$ cat config.mk
export PLATFORM = sky130hd
export DESIGN_NAME = sync_fifo_param
export DESIGN_NICKNAME = d
export VERILOG_FILES = /design/src/rtl/sync_fifo_param.sv
export SDC_FILE = /design/constraint.sdc
export NUM_CORES = 1
export LEC_CHECK = 0
export ABC_CLOCK_PERIOD_IN_PS = 4320
export BUFFER_PORTS_ARGS = -buffer_cell sky130_fd_sc_hd__buf_2
export CAP_MARGIN = 20
export CORE_ASPECT_RATIO = 1.25
export CORE_MARGIN = 2
export CORE_UTILIZATION = 60
export DETAILED_ROUTE_END_ITERATION = 16
export PLACE_DENSITY = 0.8
export SETUP_SLACK_MARGIN = 0.2
export SYNTH_ARGS = -nofsm -noshare
export SYNTH_HDL_FRONTEND = slang
export SYNTH_SLANG_ARGS = --single-unit
$ cat constraint.sdc
create_clock -name clk -period 4.32 [get_ports clk]
set_clock_uncertainty 0.2 [all_clocks]
set_input_delay 0.648 -clock clk [delete_from_list [all_inputs] [get_ports clk]]
set_output_delay 0.648 -clock clk [all_outputs]
set_load 0.02 [all_outputs]
$ cat src/rtl/sync_fifo_param.sv
// Single-clock parametrised FIFO with fill level, almost-full/empty and sticky error flags.
// Define SYNC_FIFO_FWFT_EN for first-word-fall-through reads; default is a registered read port.
module sync_fifo_param #(
  parameter int unsigned WIDTH     = 8,
  parameter int unsigned ADDR      = 3,
  parameter int unsigned AF_THRESH = 6,
  parameter int unsigned AE_THRESH = 2
) (
  input  logic             clk,
  input  logic             rst,
  input  logic             wrreq,
  input  logic [WIDTH-1:0] data_in,
  input  logic             rdreq,
  output logic [WIDTH-1:0] data_out,
  output logic             rd_valid,
  output logic             full,
  output logic             empty,
  output logic             almost_full,
  output logic             almost_empty,
  output logic [ADDR:0]    level,
  output logic             overflow,
  output logic             underflow,
  input  logic             clr_err
);

  localparam int unsigned   DEPTH     = 1 << ADDR;
  localparam logic [ADDR:0] DEPTH_LVL = (ADDR + 1)'(DEPTH);
  localparam logic [ADDR:0] AF_LVL    = (ADDR + 1)'(AF_THRESH);
  localparam logic [ADDR:0] AE_LVL    = (ADDR + 1)'(AE_THRESH);
  localparam logic [ADDR:0] LVL_ONE   = (ADDR + 1)'(1);

  logic [WIDTH-1:0] mem_q [DEPTH];
  logic [ADDR:0]    wr_ptr_q, rd_ptr_q, level_q, level_d;
  logic             full_ptr, empty_ptr, wr_acc, rd_acc;
  logic             full_q, empty_q, af_q, ae_q, ovf_q, unf_q;

  // Acceptance is decided from pointer state only, so no input reaches an output.
  assign full_ptr  = (wr_ptr_q[ADDR] != rd_ptr_q[ADDR]) &&
                     (wr_ptr_q[ADDR-1:0] == rd_ptr_q[ADDR-1:0]);
  assign empty_ptr = (wr_ptr_q == rd_ptr_q);
  assign rd_acc    = rdreq & ~empty_ptr;
  assign wr_acc    = wrreq & (~full_ptr | rd_acc);

  always_comb begin
    level_d = level_q;
    case ({wr_acc, rd_acc})
      2'b10:   level_d = level_q + LVL_ONE;
      2'b01:   level_d = level_q - LVL_ONE;
      default: level_d = level_q;
    endcase
  end

  always_ff @(posedge clk or negedge rst) begin
    if (!rst) begin
      wr_ptr_q <= '0;
      rd_ptr_q <= '0;
      level_q  <= '0;
      full_q   <= 1'b0;
      empty_q  <= 1'b1;
      af_q     <= 1'b0;
      ae_q     <= 1'b1;
      ovf_q    <= 1'b0;
      unf_q    <= 1'b0;
    end else begin
      if (wr_acc) wr_ptr_q <= wr_ptr_q + LVL_ONE;
      if (rd_acc) rd_ptr_q <= rd_ptr_q + LVL_ONE;
      level_q <= level_d;
      full_q  <= (level_d == DEPTH_LVL);
      empty_q <= (level_d == '0);
      af_q    <= (level_d >= AF_LVL);
      ae_q    <= (level_d <= AE_LVL);
      // A new error in the same cycle as clr_err wins over the clear.
      ovf_q   <= (ovf_q & ~clr_err) | (wrreq & ~wr_acc);
      unf_q   <= (unf_q & ~clr_err) | (rdreq & ~rd_acc);
    end
  end

  always_ff @(posedge clk) begin
    if (wr_acc) mem_q[wr_ptr_q[ADDR-1:0]] <= data_in;
  end

`ifdef SYNC_FIFO_FWFT_EN
  assign data_out = mem_q[rd_ptr_q[ADDR-1:0]];
  assign rd_valid = ~empty_q;
`else
  logic [WIDTH-1:0] dout_q;
  logic             rd_valid_q;

  always_ff @(posedge clk or negedge rst) begin
    if (!rst) begin
      dout_q     <= '0;
      rd_valid_q <= 1'b0;
    end else begin
      if (rd_acc) dout_q <= mem_q[rd_ptr_q[ADDR-1:0]];
      rd_valid_q <= rd_acc;
    end
  end

  assign data_out = dout_q;
  assign rd_valid = rd_valid_q;
`endif

  assign full         = full_q;
  assign empty        = empty_q;
  assign almost_full  = af_q;
  assign almost_empty = ae_q;
  assign level        = level_q;
  assign overflow     = ovf_q;
  assign underflow    = unf_q;

endmodule
==> impl_metrics.yaml, run 1 <==
cts:
  cts_buffers: 9
  cts_resized: 0
  root_buffer: "clkbuf_8"
  htree_num_levels: 3
  tritoncts: "yes"
  clk_latency_ps: 350
  clk_pin_slew_ps: 90
  hold_buffers: 0
  clock_path_buffers: 2
  cts_setup_buffers: 0
  cts_sinks: 91
finish:
  area_growth_pct: 12.5
  diodes: 0
  fillers: 414
  num-nets-final: 291
  fin_area_sq_um: 4410
  drive_gt1_frac: 0.295
grt:
  grt_overflow: 0
  grt_pass1_vias: 2199
  grt_pass1_wl_um: 11700
  grt_antenna_before_repair: 0
  grt_max_degree: 28
  grt.total_usage: 0.223
critical_path:
  crit_fanout: 12
  path_class: "reg -> reg"
  ff2ff_path_depth: 8
  slowest_delay_ps: 780
  cp-start-kind: "flop"
  cp_cell_sequence: "xnor2_1, a41oi_2, ha_1, xor2_1, inv_1, a311oi_1, a2bb2oi_1, nor4b_2"
  path_buf_inv: 1
  cp_top_family: "compound AO/OA/AOI/OAI gates"
  worstPathRequired_ps: 4340
  r2r_slack_ps: 960
  arrival_ps: 3380
  crit_path_end_kind: "flop"
  cp.depth: 8
  cpMaxStageDelayCell: "dfrtp_1"
floorplanning:
  core-area_sq_um: 6250
  start_util: 0.628
  pin_count: 32
  die_h_um: 94.4
  rows: 32
  die-area_sq_um: 7210
  die_w_um: 76.3
place:
  pre_cts_slack_ps: 1060
  post_dp_cell_area_sq_um: 4200
  port_buffers: 31
  globalplace.congestion: 0.850
  hpwl_um: 4750
yosys:
  syn_nets: 250
  synth_edf_count: 64
  async_flop_share: 0.297
  synth.distinct_cells: 48
  synthFlopType: "edfxtp_1"
  post-synth-top-count-cell: "edfxtp_1"
  ys.warnings.count: 0
  ys_ff_latch: 91
  netlist_area_sq_um: 3920
  synth_top_area_share: 0.490
  synth_area_leaders: "edfxtp_1 49%, dfrtp_1 16%, mux4_2 5.2%"
  synthCells: 232
  syn_area_per_cell_sq_um: 16.9
  ys_seq_area_frac: 0.663
  post-synth-top-area-cell: "edfxtp_1"
  ys_top_cells_by_count: "64 x edfxtp_1, 25 x dfrtp_1, 20 x nand2_1"
sta:
  setup_viol: 0
  fin_tns_setup_ps: 0
  fmax_mhz: 297
  fin_ws_ps: 957
  grt_setup_unrepaired: "no"
  slew_headroom: 0.552
  period_share: 0.779
  tightest_slew_ps: 672
  drv_slew: 0
  period_needed_ps: 3360
  hold_viol_final: 0
power:
  clkPwrFrac: 0.184
  p_int_mw: 1.98
  pwr-share-comb: 0.397
  ir_worst_vdd_mv: 0.395
  seqPwrFrac: 0.419
  p_leak_nw: 1.64
  p_sw_mw: 1.22
  switching_share: 0.381
  powerDensity_nw_per_um2: 724
drt:
  route.detailed.drc: 0
  drt-vias-per-instance: 5.93
  drt_first_pass_iters: 4
  route.vias.total: 2151
  wl_per_cell_um: 19.9
  ant_nets: 0
  drt_iter0_drc: 117
  drt_wl_total_um: 7220
min_path:
  hp-class: "in -> async"
run_status:
  status: "finished, final reports clean"
flow_run:
  drv_cap: 0
per-stage QoR:
| stage | total power, mW | std cells | hold WS (ps) | util |
|---|---|---|---|---|
| 2_1_floorplan | 2.30 | 232 | 152 | - |
| 3_3_place_gp | 2.57 | 347 | 266 | 0.673 |
| 3_5_place_dp | 2.63 | 347 | 265 | 0.673 |
| 4_1_cts | 3.21 | 363 | 106 | 0.707 |
| 5_1_grt | 3.39 | 363 | 131 | 0.707 |
| 6_report | 3.20 | 363 | 96.6 | 0.707 |
routing by layer:
layer,wire (um),track usage,up-vias,part of all wire
li1,-,-,986,-
met1,2920,0.267,1086,0.40
met2,3890,0.405,67,0.54
met3,268,0.0363,12,0.037
met4,143,0.0970,0,0.020
met5,0,0,-,0
placed cells by master, fill, tap and decap left out, types with 2 or more instances in the layout:
cell,instances
edfxtp_1,64
buf_2,31
dfrtp_1,25
nand2_1,20
buf_4,11
o21ai_0,10
xnor2_1,9
mux4_2,9
clkbuf_8,9
mux2i_1,8
mux4_1,7
inv_1,5
nor3_1,5
xor2_1,4
nor2_1,4
ha_1,4
nand2b_1,3
mux2_2,3
nand3_1,3
clkinvlp_4,3
xor2_2,2
o22ai_1,2
nor2b_1,2
a211oi_1,2
a2111oi_4,2
a31oi_1,2
and4_1,2
nand4_1,2
nor4_1,2
dfstp_2,2
kinds of logic (layout without fill, tap and decap cells):
| logic type | count (synthesis) | count (layout) | share of synthesized area |
|---|---|---|---|
| multiplexers | 27 | 27 | 0.128 |
| XOR/XNOR | 16 | 16 | 0.0415 |
| buffers and inverters | 17 | 63 | 0.0236 |
| flip-flops | 91 | 91 | 0.663 |
| AO/OA/AOI/OAI | 28 | 28 | 0.0590 |
| AND/OR/NAND/NOR | 48 | 48 | 0.0679 |
| adder cells (fa/ha/maj) | 5 | 5 | 0.0179 |
power by group through the flow:
| stage | clock network [mW] | registers (mW) | logic [mW] |
|---|---|---|---|
| after floorplan | 0 | 1.37 | 0.923 |
| after global placement | 0 | 1.34 | 1.22 |
| after detailed placement | 0 | 1.36 | 1.27 |
| after CTS | 0.596 | 1.34 | 1.28 |
| after global routing | 0.634 | 1.36 | 1.40 |
| final | 0.588 | 1.34 | 1.27 |
sequential cells by signal, indices dropped and copies added (netlist names):
signal        flops
mem_q            64
data_out          8
level             4
rd_ptr_q          4
wr_ptr_q          4
almost_empty      1
almost_full       1
empty             1
full              1
overflow          1
rd_valid          1
underflow         1
worst paths after layout:
| check | endpoint | startpoint |
|---|---|---|
| min | underflow | rst |
| max | full | rd_ptr_q[2] |
| min in group clk | overflow | clr_err |
| min reg2reg | data_out[2] | data_out[2] |
| max reg2reg | full | rd_ptr_q[2] |
| max in group asynchronous | data_out[3] | rst |
cell type report:
type | instances | area (sq um) | area share
clock buffers | 9 | 124 | 0.0281
clock inverters | 7 | 88.8 | 0.0201
inverters | 5 | 18.8 | 0.00425
multi-input cells | 124 | 1240 | 0.281
flip-flops and latches | 91 | 2600 | 0.589
well taps | 85 | 106 | 0.0241
repair buffers | 42 | 238 | 0.0539
No activity file was read; power rests on OpenSTA's default activity.
==> inputs of run 2 (changes only) <==
- ABC_AREA: unset -> 1
- ABC_CLOCK_PERIOD_IN_PS: 4320 -> 2900
- CORE_UTILIZATION: 60 -> 53
- PLACE_DENSITY: 0.8 -> 0.75
- clock period: 4.32 -> 2.9 ns (I/O delays scaled with it)
==> impl_metrics.yaml, run 2 <==
cts:
  cts_setup_buffers: 0
  htree_num_levels: 3
  clk_pin_slew_ps: 90
  clk_latency_ps: 360
  cts_sinks: 91
  cts_buffers: 9
  clock_path_buffers: 2
  tritoncts: "yes"
  root_buffer: "clkbuf_8"
finish:
  final_common_cell: "edfxtp_1"
  multi_input_area_sq_um: 1120
  diodes: 0
  largest_register_ffs: 64
  fillers: 573
  final_util: 0.622
  final_cell_mix: "64 x edfxtp_1, 51 x nor2_1, 41 x o21ai_0"
  drive_gt1_frac: 0.243
  area_growth_pct: 12.8
  seqCellArea_sq_um: 2610
  num-nets-final: 396
yosys:
  synth_area_leaders: "edfxtp_1 49%, dfrtp_1 16%, o21ai_0 5.3%"
  post-synth-top-count-cell: "edfxtp_1"
  ys_top_cells_by_count: "64 x edfxtp_1, 53 x nor2_1, 41 x o21ai_0"
  ys_ff_latch: 91
  synth.distinct_cells: 33
  synth_top_area_share: 0.493
  synthFlopType: "edfxtp_1"
  async_flop_share: 0.297
  netlist_area_sq_um: 3890
  ys_seq_area_frac: 0.668
  synthCells: 339
  ys.warnings.count: 0
  syn_nets: 357
  post-synth-top-area-cell: "edfxtp_1"
  synth_edf_count: 64
  syn_area_per_cell_sq_um: 11.5
critical_path:
  crit_fanout: 8
  slowest_delay_ps: 730
  cp-start-kind: "flop"
  cp_cell_sequence: "inv_2, nand2_1, nand2_1, nor2_4, nand2_4, nand2_8, nand2_2, nand2_2, inv_2, nand2_1, nor2_1"
  cpMaxStageDelayCell: "nor2_1"
  crit_top_cell: "nand2_1"
  crit_path_end_kind: "flop"
  path_class: "reg -> reg"
  worstPathRequired_ps: 2680
  arrival_ps: 2360
power:
  clkPwrFrac: 0.189
  powerDensity_nw_per_um2: 1100
  pwr-share-comb: 0.414
  p_int_mw: 2.87
  p_leak_nw: 1.75
  switching_share: 0.405
  ir_worst_vdd_mv: 0.563
  seqPwrFrac: 0.397
  p_sw_mw: 1.95
grt:
  grt_overflow: 0
  grt_antenna_before_repair: 0
  grt.total_usage: 0.220
  grt_max_degree: 34
  grt_pass1_wl_um: 12800
  grt_pass1_vias: 2632
sta:
  tightest_slew_ps: 950
  period_needed_ps: 2580
  fmax_mhz: 388
  slew_headroom: 0.365
  fin_tns_setup_ps: 0
  drv_slew: 0
  period_share: 0.889
  setup_viol: 0
  grt_setup_unrepaired: "no"
  hold_viol_final: 0
drt:
  drt_wl_total_um: 8210
  drt_iter0_drc: 147
  route.vias.total: 2640
  wl_per_cell_um: 17.4
  drt-vias-per-instance: 5.58
  drt_first_pass_iters: 4
  ant_nets: 0
  route.detailed.drc: 0
run_status:
  status: "finished, final reports clean"
place:
  hpwl_um: 5400
  port_buffers: 31
  globalplace.congestion: 0.822
floorplanning:
  start_util: 0.552
  core-area_sq_um: 7060
  die_w_um: 80.7
  die_h_um: 99.8
  rows: 34
  pin_count: 32
  die-area_sq_um: 8060
flow_run:
  drv_cap: 0
min_path:
  hp-class: "in -> reg"
-- run 2: cell count changes after synthesis, moves of 7 or more --
cell	previous run	this run
o21ai_0	10	41
nor2_1	4	53
o21ai_1	0	11
o22ai_1	2	17
xnor2_1	9	1
nand2_1	20	39
inv_1	5	18
mux2i_1	8	0
mux4_2	9	0
mux4_1	7	0
nand3_1	3	12
-- run 2: what timing repair did --
item | 4_1_cts | 5_1_grt
endpoints found under the hold margin | 25 | 0
gates resized for setup | 0 | 11
endpoints found under the setup margin | 0 | 18
hold buffers | 1 | 0
-- run 2: worst paths after layout --
path / from / to / slack (ps) / cells past startpoint
min in group asynchronous: rst / data_out[7] / 420 / 2
max in group asynchronous: rst / rd_ptr_q[1] / 1630 / 2
worst max-delay path: wr_ptr_q[2] / mem_q[1][0] / 320 / 11
worst max register to register: wr_ptr_q[2] / mem_q[1][0] / 320 / 11
worst min-delay path: clr_err / overflow / 70 / 2
worst min register to register: data_out[3] / data_out[3] / 300 / 2
-- run 2: layout make-up --
class | count | share of cell area
Tap cell | 90 | 0.0256
Multi-Input combinational cell | 208 | 0.256
Inverter | 26 | 0.0233
Clock inverter | 5 | 0.0177
Clock buffer | 11 | 0.0299
Sequential cell | 91 | 0.593
Timing Repair Buffer | 42 | 0.0547
-- run 2: cells by family after synthesis --
family	after synthesis	synth area share
compound gates	71	0.0977
xor+xnor	7	0.0157
fa+ha+maj	5	0.0180
buf+inv	40	0.0482
flops	91	0.668
simple gates	125	0.153
-- run 2: worst max-delay path: cells and delay by family (launching register included) --
kind                   cells  cell delay, ps
buffers and inverters      2             220
flip-flops                 1             440
AND/OR/NAND/NOR            9            1340
-- run 2: power by group through the flow --
stage | sequential (mW) | combinational [mW] | clock, mW
after global routing | 1.95 | 2.20 | 0.978
after CTS | 1.91 | 1.98 | 0.922
after detailed placement | 1.93 | 1.97 | 0
after floorplan | 2.04 | 1.30 | 0
final | 1.92 | 1.99 | 0.910
after global placement | 1.92 | 1.90 | 0
-- run 2: routing by layer --
metal  global-route usage  part of all wire  up-vias
met4               0.0834             0.019        0
met3               0.0629             0.062       15
met5                    0                 0        -
met1                0.254              0.38     1282
li1                     -                 -     1244
met2                0.384              0.54       99
-- run 2: stage by stage --
stage / power (mW) / area (sq um) / cells / worst slack [ps] / hold slack [ps]
after floorplan: 3.34 / 3890 / 339 / 497 / -60.6
after detailed placement: 3.90 / 4150 / 456 / 302 / 286
after global placement: 3.82 / 4150 / 456 / 355 / 281
after CTS: 4.81 / 4370 / 473 / 283 / 57.9
final: 4.82 / 4390 / 473 / 321 / 69.5
after global routing: 5.13 / 4390 / 473 / 193 / 69.0
